--- config.mk ---
export PLATFORM = sky130hd
export DESIGN_NAME = vga_timing_ctrl
export DESIGN_NICKNAME = d
export VERILOG_FILES = /design/src/rtl/vga_timing_ctrl.sv
export SDC_FILE = /design/constraint.sdc
export NUM_CORES = 1
export LEC_CHECK = 0
export CAP_MARGIN = 20
export CORE_MARGIN = 5
export CORE_UTILIZATION = 30
export CTS_CLUSTER_SIZE = 10
export DETAILED_ROUTE_END_ITERATION = 8
export GPL_TIMING_DRIVEN = 0
export PLACE_DENSITY_LB_ADDON = 0.25
export SLEW_MARGIN = 20
export SYNTH_ARGS = -nofsm -noshare
export SYNTH_HDL_FRONTEND = slang
export SYNTH_SLANG_ARGS = --single-unit
--- constraint.sdc ---
create_clock -name clk_i -period 6.1 [get_ports clk_i]
set_clock_uncertainty 0.2 [all_clocks]
set_input_delay 1.22 -clock clk_i [delete_from_list [all_inputs] [get_ports clk_i]]
set_output_delay 1.22 -clock clk_i [all_outputs]
set_load 0.005 [all_outputs]
--- src/rtl/vga_timing_ctrl.sv ---
// vga_timing_ctrl: pixel-strobed VGA sync generator with horizontal/vertical interval FSMs.
// Syncs and data-enable are registered from next-state values so they line up with the counters.
module vga_timing_ctrl #(
  parameter int H_ACTIVE = 640,
  parameter int H_FP = 16,
  parameter int H_SYNC = 96,
  parameter int H_BP = 48,
  parameter int V_ACTIVE = 480,
  parameter int V_FP = 10,
  parameter int V_SYNC = 2,
  parameter int V_BP = 33,
  parameter bit SYNC_POL = 1'b0,
  localparam int H_TOTAL = H_ACTIVE + H_FP + H_SYNC + H_BP,
  localparam int V_TOTAL = V_ACTIVE + V_FP + V_SYNC + V_BP,
  localparam int HW = $clog2(H_TOTAL),
  localparam int VW = $clog2(V_TOTAL)
) (
  input  logic          clk_i,
  input  logic          arstn_i,
  input  logic          en_i,
  output logic [HW-1:0] hcount_o,
  output logic [VW-1:0] vcount_o,
  output logic          hsync_o,
  output logic          vsync_o,
  output logic          de_o,
  output logic          line_start_o,
  output logic          frame_start_o
);
  typedef enum logic [1:0] {H_ACT, H_FPOR, H_SYN, H_BPOR} h_state_t;
  typedef enum logic [1:0] {V_ACT, V_FPOR, V_SYN, V_BPOR} v_state_t;
  localparam logic [HW-1:0] H_LAST = HW'(H_TOTAL - 1);
  localparam logic [HW-1:0] H_FP_AT = HW'(H_ACTIVE);
  localparam logic [HW-1:0] H_SYN_AT = HW'(H_ACTIVE + H_FP);
  localparam logic [HW-1:0] H_BP_AT = HW'(H_ACTIVE + H_FP + H_SYNC);
  localparam logic [VW-1:0] V_LAST = VW'(V_TOTAL - 1);
  localparam logic [VW-1:0] V_FP_AT = VW'(V_ACTIVE);
  localparam logic [VW-1:0] V_SYN_AT = VW'(V_ACTIVE + V_FP);
  localparam logic [VW-1:0] V_BP_AT = VW'(V_ACTIVE + V_FP + V_SYNC);
  h_state_t h_state, h_state_nxt;
  v_state_t v_state, v_state_nxt;
  logic [HW-1:0] h_nxt;
  logic [VW-1:0] v_nxt;
  logic h_wrap, v_wrap;
  // Later boundaries are tested first so a zero-length interval is skipped cleanly.
  always_comb begin
    h_wrap = hcount_o == H_LAST;
    v_wrap = vcount_o == V_LAST;
    h_nxt = h_wrap ? '0 : hcount_o + HW'(1);
    v_nxt = h_wrap ? (v_wrap ? '0 : vcount_o + VW'(1)) : vcount_o;
    h_state_nxt = h_nxt == H_BP_AT ? H_BPOR :
                  h_nxt == H_SYN_AT ? H_SYN :
                  h_nxt == H_FP_AT ? H_FPOR :
                  h_nxt == '0 ? H_ACT : h_state;
    v_state_nxt = !h_wrap ? v_state :
                  v_nxt == V_BP_AT ? V_BPOR :
                  v_nxt == V_SYN_AT ? V_SYN :
                  v_nxt == V_FP_AT ? V_FPOR :
                  v_nxt == '0 ? V_ACT : v_state;
  end
  always_ff @(posedge clk_i or negedge arstn_i)
    if (!arstn_i) begin
      hcount_o <= H_LAST;
      vcount_o <= V_LAST;
      h_state <= H_BPOR;
      v_state <= V_BPOR;
      hsync_o <= !SYNC_POL;
      vsync_o <= !SYNC_POL;
      de_o <= 1'b0;
      line_start_o <= 1'b0;
      frame_start_o <= 1'b0;
    end else begin
      line_start_o <= en_i && h_wrap;
      frame_start_o <= en_i && h_wrap && v_wrap;
      if (en_i) begin
        hcount_o <= h_nxt;
        vcount_o <= v_nxt;
        h_state <= h_state_nxt;
        v_state <= v_state_nxt;
        hsync_o <= (h_state_nxt == H_SYN) ^ !SYNC_POL;
        vsync_o <= (v_state_nxt == V_SYN) ^ !SYNC_POL;
        de_o <= h_state_nxt == H_ACT && v_state_nxt == V_ACT;
      end
    end
endmodule

Yosys cells after proc, flatten, opt, wreduce, memory -nomap -nowiden:

Cells that the tools add are included.
W data, S select, Z words.

* register bits after elaboration: 29
* output and inout bits: 25

* add/sub/neg operators: 2
* equal/unequal tests: 10
* mux-type cells: 12
* bitwise operators: 2
* reductions and logical operators: 7

Operators by type and width (number)
* $eq A10 B10 Y1 const B: 5
* $eq A10 B9 Y1 const B: 3
* $mux W10: 3
* $add A10 B1 Y10 const B: 2
* $logic_not A10 Y1: 2
* $mux W2: 9
* $eq A2 B2 Y1 const B: 2
* $logic_not A2 Y1: 2
* $logic_and A1 B1 Y1: 3
* $not A1 Y1: 2

Longest topological paths before layout:

Gate-level depths: netlist of run 1.

* word-level depth: 11
* mapped depth: 12
* gate-level depth less buffers: 10

Worst setup path after synthesis of run 1:

Ideal clock, no wire load.

* path kind: register -> register
* from: register vcount_o[0]
* to: register de_o
* library setup time: 0.104 ns
* data arrival time: 2.686 ns
* data required time: 5.796 ns
* setup slack: 3.110 ns
* cell stages (with the launch flop): 12
* path buffers: 1
* clock period less this slack: 2.990 ns
* path through: dfrtp_1 clkbuf_1 inv_1 ha_1 or4b_4 nor3_1 o32ai_1 a21oi_1 mux2i_1 o21ai_2 a21o_1 o41ai_2

* cells in the longest elaborated chain, start to end: 11
* elaborated cells on any way between the ends: 15
* classes of those cells: add/sub (1); eq/ne (4); mux (7); reduce/logical (3)

RTL lines
* start: declaration: line 22 `output logic [VW-1:0] vcount_o,`
* start signal: assignment: line 76 `vcount_o <= v_nxt;`
* $add A10 B1 Y10 / $eq A10 B10 Y1 (equally long branches): line 49, 47
* $mux W10: line 49 `v_nxt = h_wrap ? (v_wrap ? '0 : vcount_o + VW'(1)) : vcount_o;`
* $mux W10 (*): line 49
* $logic_not A10 Y1: line 58 `v_nxt == '0 ? V_ACT : v_state;`
* $mux W2: line 58
* $mux W2: line 57 `v_nxt == V_FP_AT ? V_FPOR :`
* $mux W2: line 56 `v_nxt == V_SYN_AT ? V_SYN :`
* $mux W2 (*): line 55 `v_nxt == V_BP_AT ? V_BPOR :`
* $mux W2 (*): line 54 `v_state_nxt = !h_wrap ? v_state :`
* $logic_not A2 Y1 (*): line 81 `de_o <= h_state_nxt == H_ACT && v_state_nxt == V_ACT;`
* $logic_and A1 B1 Y1 (*): line 81
* end signal: assignment: line 68 `de_o <= 1'b0;`
* end signal: assignment: line 81
* end: declaration: line 25 `output logic de_o,`

Every way passes the cells marked *; elsewhere a longest branch is shown, timed or not.
A chain may end at the register's enable or synchronous reset.

Worst setup path in the final report of run 1:

Same ends and word-level chain as after synthesis.

==> run metrics, run 1 <==
outcome finished clean; mapped cell area about 0.0023 mm^2; Final Net Count 311; Mapped Avg Cell Area 8.54 um^2; IO Count 28; Synth async-reset ratio 100%; CTS H-tree lvls 2; Rows 32; final setup fails 0; final setup TNS 0 ns; Reg area about 750 um^2; Slew HR 55.2%; Post-synth EDFFs 0; leading area contributor after synthesis dfstp_2; Post-synth top cells 24 x nand2_1, 18 x nor2_1, 16 x dfstp_2; Synth Register Bits 29; drt first pass iters 4; Vias 2,140; pin count of the biggest net entering global routing 30; Die ar. around 0.0095 mm^2; Placed Area 0.00270 mm^2; Pins Over Slew Limit 0; clk slew on worst S/H paths 0.08 ns; total wire length about 6200 um; area share of the largest cell type after synthesis 18.2%; Setup crit start kind flip-flop; dpl ws between 2 and 3 ns; Hold WC Path Type reg -> reg; clk buf depth 2; Hold Worst Slack ~0.30 ns; total grt overflow 0; critical path class reg -> reg; worst hold path depth 2; TritonCTS Buffers 5; cell family with most CP delay simple AND/OR/NAND/NOR gates; synth unique cells 64; Final HPWL DP 4490 um; main flop type after synthesis dfstp_2; hold buffers post-CTS 0; CTS tree yes; most frequent cell after synthesis nand2_1; Pleak 1.01 nW; fin crit share a little under three fifths; Critical Path Sink Type flip-flop; crit-path cells clkbuf_1, inv_1, ha_1, or4b_4, nor3_1, o32ai_1, a21oi_1, mux2i_1, o21ai_2, a21o_1, o41ai_2; P&R area growth vs syn 21.0%; cell count after synthesis 270; Syn Nets 277; final core utilization 36.7%; die outline width between 90 and 100 um; Core Area 0.00761 mm^2; crit path DAT 3.43 ns; CP Max Fanout 10; Filler Cell Count a little over 800; Buf/Inv on CP 2; initial DRC count 150; R2R cell count 11; design area 0.00279 mm^2; gr usage total 13.3%; clk sinks 29; f_max just under 300 MHz; final hold violation count 0; ranking of synthesized cells by area dfstp_2 18%, dfrtp_1 14%, xnor2_1 4.2%; Worst-Skew Late Latency 0.28 ns; setup bufs post-CTS 0; fraction of layout cells with a size suffix above 1 17.4%; multi-input logic area 0.00142 mm^2; initial core utilization 30.3%; Stages on worst setup path 11; first-pass GRT wire length 10,600 um; RSZ-0062 raised after global routing false; pwr dens around 250 mW/mm^2; Port Buffers 27; Max stage delay on crit path 0.50 ns; slowest cell on the critical path or4b_4; vias in the first global route 2,123; worst IR drop on VDD about 0.065 mV; Synth Warn # 0; CTS resizes 0; die height 97.7 um; register area share after synthesis 32.3%; worst-margin pin slew 0.673 ns; max-cap viol count 0; post-DR vias/cell 5.26; post-route setup slack 2.66 ns; routed len/inst 15.2 um; clk root buf clkbuf_8; ANT nets after route 0; antenna violations before repair 0; DRC Markers 0; Ant. Diodes 0; RePlAce Congestion 0.837; CP Data Required Time about 6 ns; post-layout minimum cycle time 3.44 ns
==> worst register-to-register path, cell delays in order, from the launching register on <==
cell and delay (ns):
dfrtp_1 0.42, clkbuf_1 0.25, inv_1 0.18, ha_1 0.17
or4b_4 0.50, nor3_1 0.47, o32ai_1 0.20, a21oi_1 0.18
mux2i_1 0.23, o21ai_2 0.09, a21o_1 0.20, o41ai_2 0.27
==> per-layer routing <==
| metal | up-vias | routed length (um) | global-route usage [%] |
|---|---|---|---|
| li1 | 1061 | - | - |
| met1 | 1017 | 2930 | 18.4 |
| met2 | 56 | 2890 | 20.8 |
| met3 | 6 | 280 | 2.44 |
| met4 | 0 | 82 | 4.47 |
| met5 | - | 0 | 0 |
==> placed cells by master, fill, tap and decap left out, drive strengths merged, types with 3 or more instances in the layout <==
| cell | n |
|---|---|
| o41ai | 3 |
| o31ai | 8 |
| clkinvlp | 3 |
| nand2b | 8 |
| nand3 | 15 |
| nor4 | 4 |
| clkdlybuf4s50 | 26 |
| nor3 | 4 |
| nor2 | 18 |
| mux2i | 6 |
| dfrtp | 13 |
| dfstp | 16 |
| xor2 | 6 |
| clkbuf | 15 |
| and2 | 3 |
| o21ai | 17 |
| ha | 4 |
| a211oi | 3 |
| nor3b | 3 |
| or3 | 4 |
| xnor2 | 11 |
| and3 | 3 |
| inv | 8 |
| a21o | 4 |
| nand4 | 12 |
| o21a | 3 |
| buf | 14 |
| nand2 | 24 |
| a21oi | 13 |
==> power by group <==
group / switching [mW] / total [mW] / internal, mW
Sequential: 0.0268 / 0.264 / 0.237
Combinational: 0.136 / 0.261 / 0.125
Clock: 0.0872 / 0.167 / 0.0800
==> kinds of logic (layout without fill, tap and decap cells) <==
group                      after synthesis  in the layout  synth area share [%]
xor gates and xnor gates                17             17                  6.46
adders and majority gates                4              4                  2.17
and+or+nand+nor                        110            110                  27.0
AOI/OAI and AO/OA                       71             71                  22.4
muxes                                    8              8                  3.58
buffers and inverters                   31             66                  6.13
DFF                                     29             29                  32.3
==> sequential cells by signal (all words and copies together) (netlist names) <==
signal	flops
v_state	2
frame_start_o	1
vsync_o	1
vcount_o	10
hsync_o	1
h_state	2
line_start_o	1
de_o	1
hcount_o	10
==> area by class of cell <==
cell class	count	area share, %
Timing Repair Buffer	27	9.51
Sequential cell	29	26.7
Clock inverter	3	0.807
Inverter	8	1.08
Multi-Input combinational cell	210	50.9
Clock buffer	5	2.47
Tap cell	102	4.57
Buffer	23	3.99
==> worst paths after layout <==
| check | startpoint | to | slack (ns) |
|---|---|---|---|
| worst max-delay path | vcount_o[0] | de_o | 2.66 |
| min in group asynchronous | arstn_i | vcount_o[6] | 0.77 |
| worst min register to register | v_state[0] | v_state[0] | 0.30 |
| worst min-delay path | v_state[0] | v_state[0] | 0.30 |
| worst max register to register | vcount_o[0] | de_o | 2.66 |
| max in group asynchronous | arstn_i | hcount_o[7] | 4.50 |
==> metrics by stage <==
stage	std cells	total power, mW
5_1_grt	407	0.742
6_report	407	0.692
3_5_place_dp	399	0.528
3_3_place_gp	399	0.526
2_1_floorplan	270	0.435
4_1_cts	407	0.701
No activity file was read; power rests on OpenSTA's default activity.
==> run 2, diff against run 1 <==
clock period = 3.09 ns   (was 6.1 ns; I/O delays follow)
==> run metrics, run 2 (same netlist as run 1, synthesis figures left out) <==
initial core utilization 30.3% (unchanged); drt first pass iters 5 (was 4); P&R area growth vs syn 34.3% (was 21.0%); Die ar. 0.00954 mm^2 (unchanged); Ant. Diodes 0 (unchanged); gr usage total 14.1% (was 13.3%); clk slew on worst S/H paths 0.07 ns (was 0.08 ns); f_max 331 MHz (was 291 MHz); CTS tree yes (unchanged); CTS H-tree lvls 2 (unchanged); crit path DAT 2.99 ns (was 3.43 ns); met1 usage 19.2% (was 18.4%); Max stage delay on crit path 0.51 ns (was 0.50 ns); Clock Power Share 22.0% (was 24.1%); most common cell after layout, fill and taps aside clkdlybuf4s50_1 (unchanged); R2R cell count 12 (was 11); RR Endpoint de_o (unchanged); Reg area 746 um^2 (unchanged); sw frac 36.2% (about the same); die height 97.7 um (unchanged); clk sinks 29 (unchanged); Port Buffers 27 (unchanged); RePlAce Congestion 0.837 (unchanged); ANT nets after route 0 (unchanged); Hold Worst Slack 0.160 ns (was 0.300 ns); hold buffers post-CTS 0 (unchanged); multi-input logic area 0.00152 mm^2 (was 0.00142 mm^2); dpl ws -0.308 ns (was 2.70 ns); Vias 2,275 (was 2,140); Slew HR 55.1% (was 55.2%); Placed Area 0.00270 mm^2 (unchanged); final setup TNS 0 ns (unchanged); pin count of the biggest net entering global routing 30 (unchanged); GR Util met2 22.8% (was 20.8%); CP Data Required Time 3.06 ns (was 6.09 ns); clk root buf clkbuf_8 (unchanged); worst-margin pin slew 0.674 ns (was 0.673 ns); sequential group share of total power 34.8% (was 38.1%); Comb pwr share 43.2% (was 37.7%); antenna violations before repair 0 (unchanged); critical path class reg -> reg (unchanged); final hold violation count 0 (unchanged); first-pass GRT wire length 11,200 um (was 10,600 um); Largest regs hcount_o x10, vcount_o x10 (unchanged); Critical Path Sink Type flip-flop (unchanged); final setup fails 0 (unchanged); post-layout minimum cycle time 3.02 ns (was 3.44 ns); IO Count 28 (unchanged); initial DRC count 143 (was 150); Filler Cell Count 798 (was 817); Cell Int Power 0.962 mW (was 0.442 mW); total wire length 6870 um (was 6180 um); Final HPWL DP 4490 um (unchanged); Worst-Skew Late Latency 0.29 ns (was 0.28 ns); CP dominant cell by count buf_6; non-filler instance count after layout 428 (was 407); Worst setup startpoint vcount_o[1] (was vcount_o[0]); post-DR vias/cell 5.32 (was 5.26); crit-path cells buf_6, inv_2, ha_4, or4b_4, or3_4, buf_6, nand4_1, nand3_2, and4b_1, a31oi_1, a21o_1, o41ai_2 (was clkbuf_1, inv_1, ha_1, or4b_4, nor3_1, o32ai_1, a21oi_1, mux2i_1, o21ai_2, a21o_1, o41ai_2); design area 0.00310 mm^2 (was 0.00279 mm^2); Final Net Count 332 (was 311); Pleak 1.16 nW (was 1.01 nW); total grt overflow 0 (unchanged); vias in the first global route 2,252 (was 2,123); PnR Total Power 1.51 mW (was 0.692 mW); most frequent cells in the layout 26 x clkdlybuf4s50_1, 24 x buf_4, 24 x nand2_1 (was 26 x clkdlybuf4s50_1, 24 x nand2_1, 18 x nor2_1); routed len/inst 16.0 um (was 15.2 um); post-route setup slack 0.0721 ns (was 2.66 ns); die outline width 97.7 um (unchanged); Setup crit start kind flip-flop (unchanged); slowest cell on the critical path or4b_4 (unchanged); r2r setup slk 0.07 ns (was 2.66 ns); pwr dens 486 mW/mm^2 (was 248 mW/mm^2); Pins Over Slew Limit 0 (unchanged); Core Area 0.00761 mm^2 (unchanged); Switch Pwr 0.545 mW (was 0.250 mW); RSZ-0062 raised after global routing true (was false); Placed Cells 399 (unchanged); GRT busiest layer met2 (unchanged); TritonCTS Buffers 5 (unchanged); Hold WC Path Type in -> async (was reg -> reg); clk buf depth 2 (unchanged); worst IR drop on VDD 0.138 mV (was 0.0654 mV); outcome finished clean (unchanged); final core utilization 40.7% (was 36.7%); CP Max Fanout 10 (unchanged); fraction of layout cells with a size suffix above 1 27.9% (was 17.4%); RR Startpoint vcount_o[1] (was vcount_o[0]); DRC Markers 0 (unchanged); fin crit share 97.7% (was 56.4%); M3 GR Usage 2.08% (was 2.44%); Rows 32 (unchanged); max-cap viol count 0 (unchanged)
## run 2: cell count changes in the layout (fill, tap and decap cells not counted), moves of 2 or more
cell	previous run	this run
buf_4	1	24
buf_2	12	9
clkbuf_1	10	7
ha_1	4	1
buf_6	1	3
buf_8	0	2
ha_4	0	2
inv_1	8	6
nand3_1	15	13
o21ai_0	14	12
o21ai_1	1	3
## run 2: critical path, delay by kind of cell (launching register included)
family,cells,cell delay [ns]
flops,1,0.39
fa+ha+maj,1,0.12
buf+inv,3,0.37
simple gates,5,1.39
compound gates,3,0.44
## run 2: how the worst max path moves through the flow
stage	to	slack, ns	depth (start not counted)
2_1_floorplan	de_o	0.10	11
4_1_cts	de_o	-0.006	11
6_report	de_o	0.07	12
3_5_place_dp	de_o	-0.31	11
5_1_grt	vsync_o	-0.03	10
3_3_place_gp	de_o	-0.29	11
## run 2: routing by layer
| layer | share of wire [%] | vias up |
|---|---|---|
| met1 | 45 | 1094 |
| met3 | 4.6 | 15 |
| met2 | 48 | 61 |
| met5 | 0 | - |
| met4 | 2.1 | 0 |
| li1 | - | 1105 |
## run 2: repair_timing
item                                   4_1_cts  5_1_grt
gates resized for setup                     18       22
setup endpoints to repair                    5        4
buffers inserted                             7       15
pin swaps                                    5       10
endpoints found under the hold margin        0        0
## run 2: cell type report
class,count,share of cell area [%]
Multi-Input combinational cell,210,49.1
Sequential cell,29,24.1
Timing Repair Buffer,49,14.0
Buffer,22,4.57
Tap cell,102,4.12
Clock buffer,5,2.22
Inverter,8,1.21
Clock inverter,3,0.727
## run 2: power by group through the flow
stage	Clock, mW	Sequential (mW)	Combinational (mW)
floorplan	0	0.524	0.335
global placement	0	0.526	0.513
detailed placement	0	0.527	0.515
CTS	0.343	0.520	0.556
global route	0.354	0.535	0.714
finish	0.331	0.524	0.651
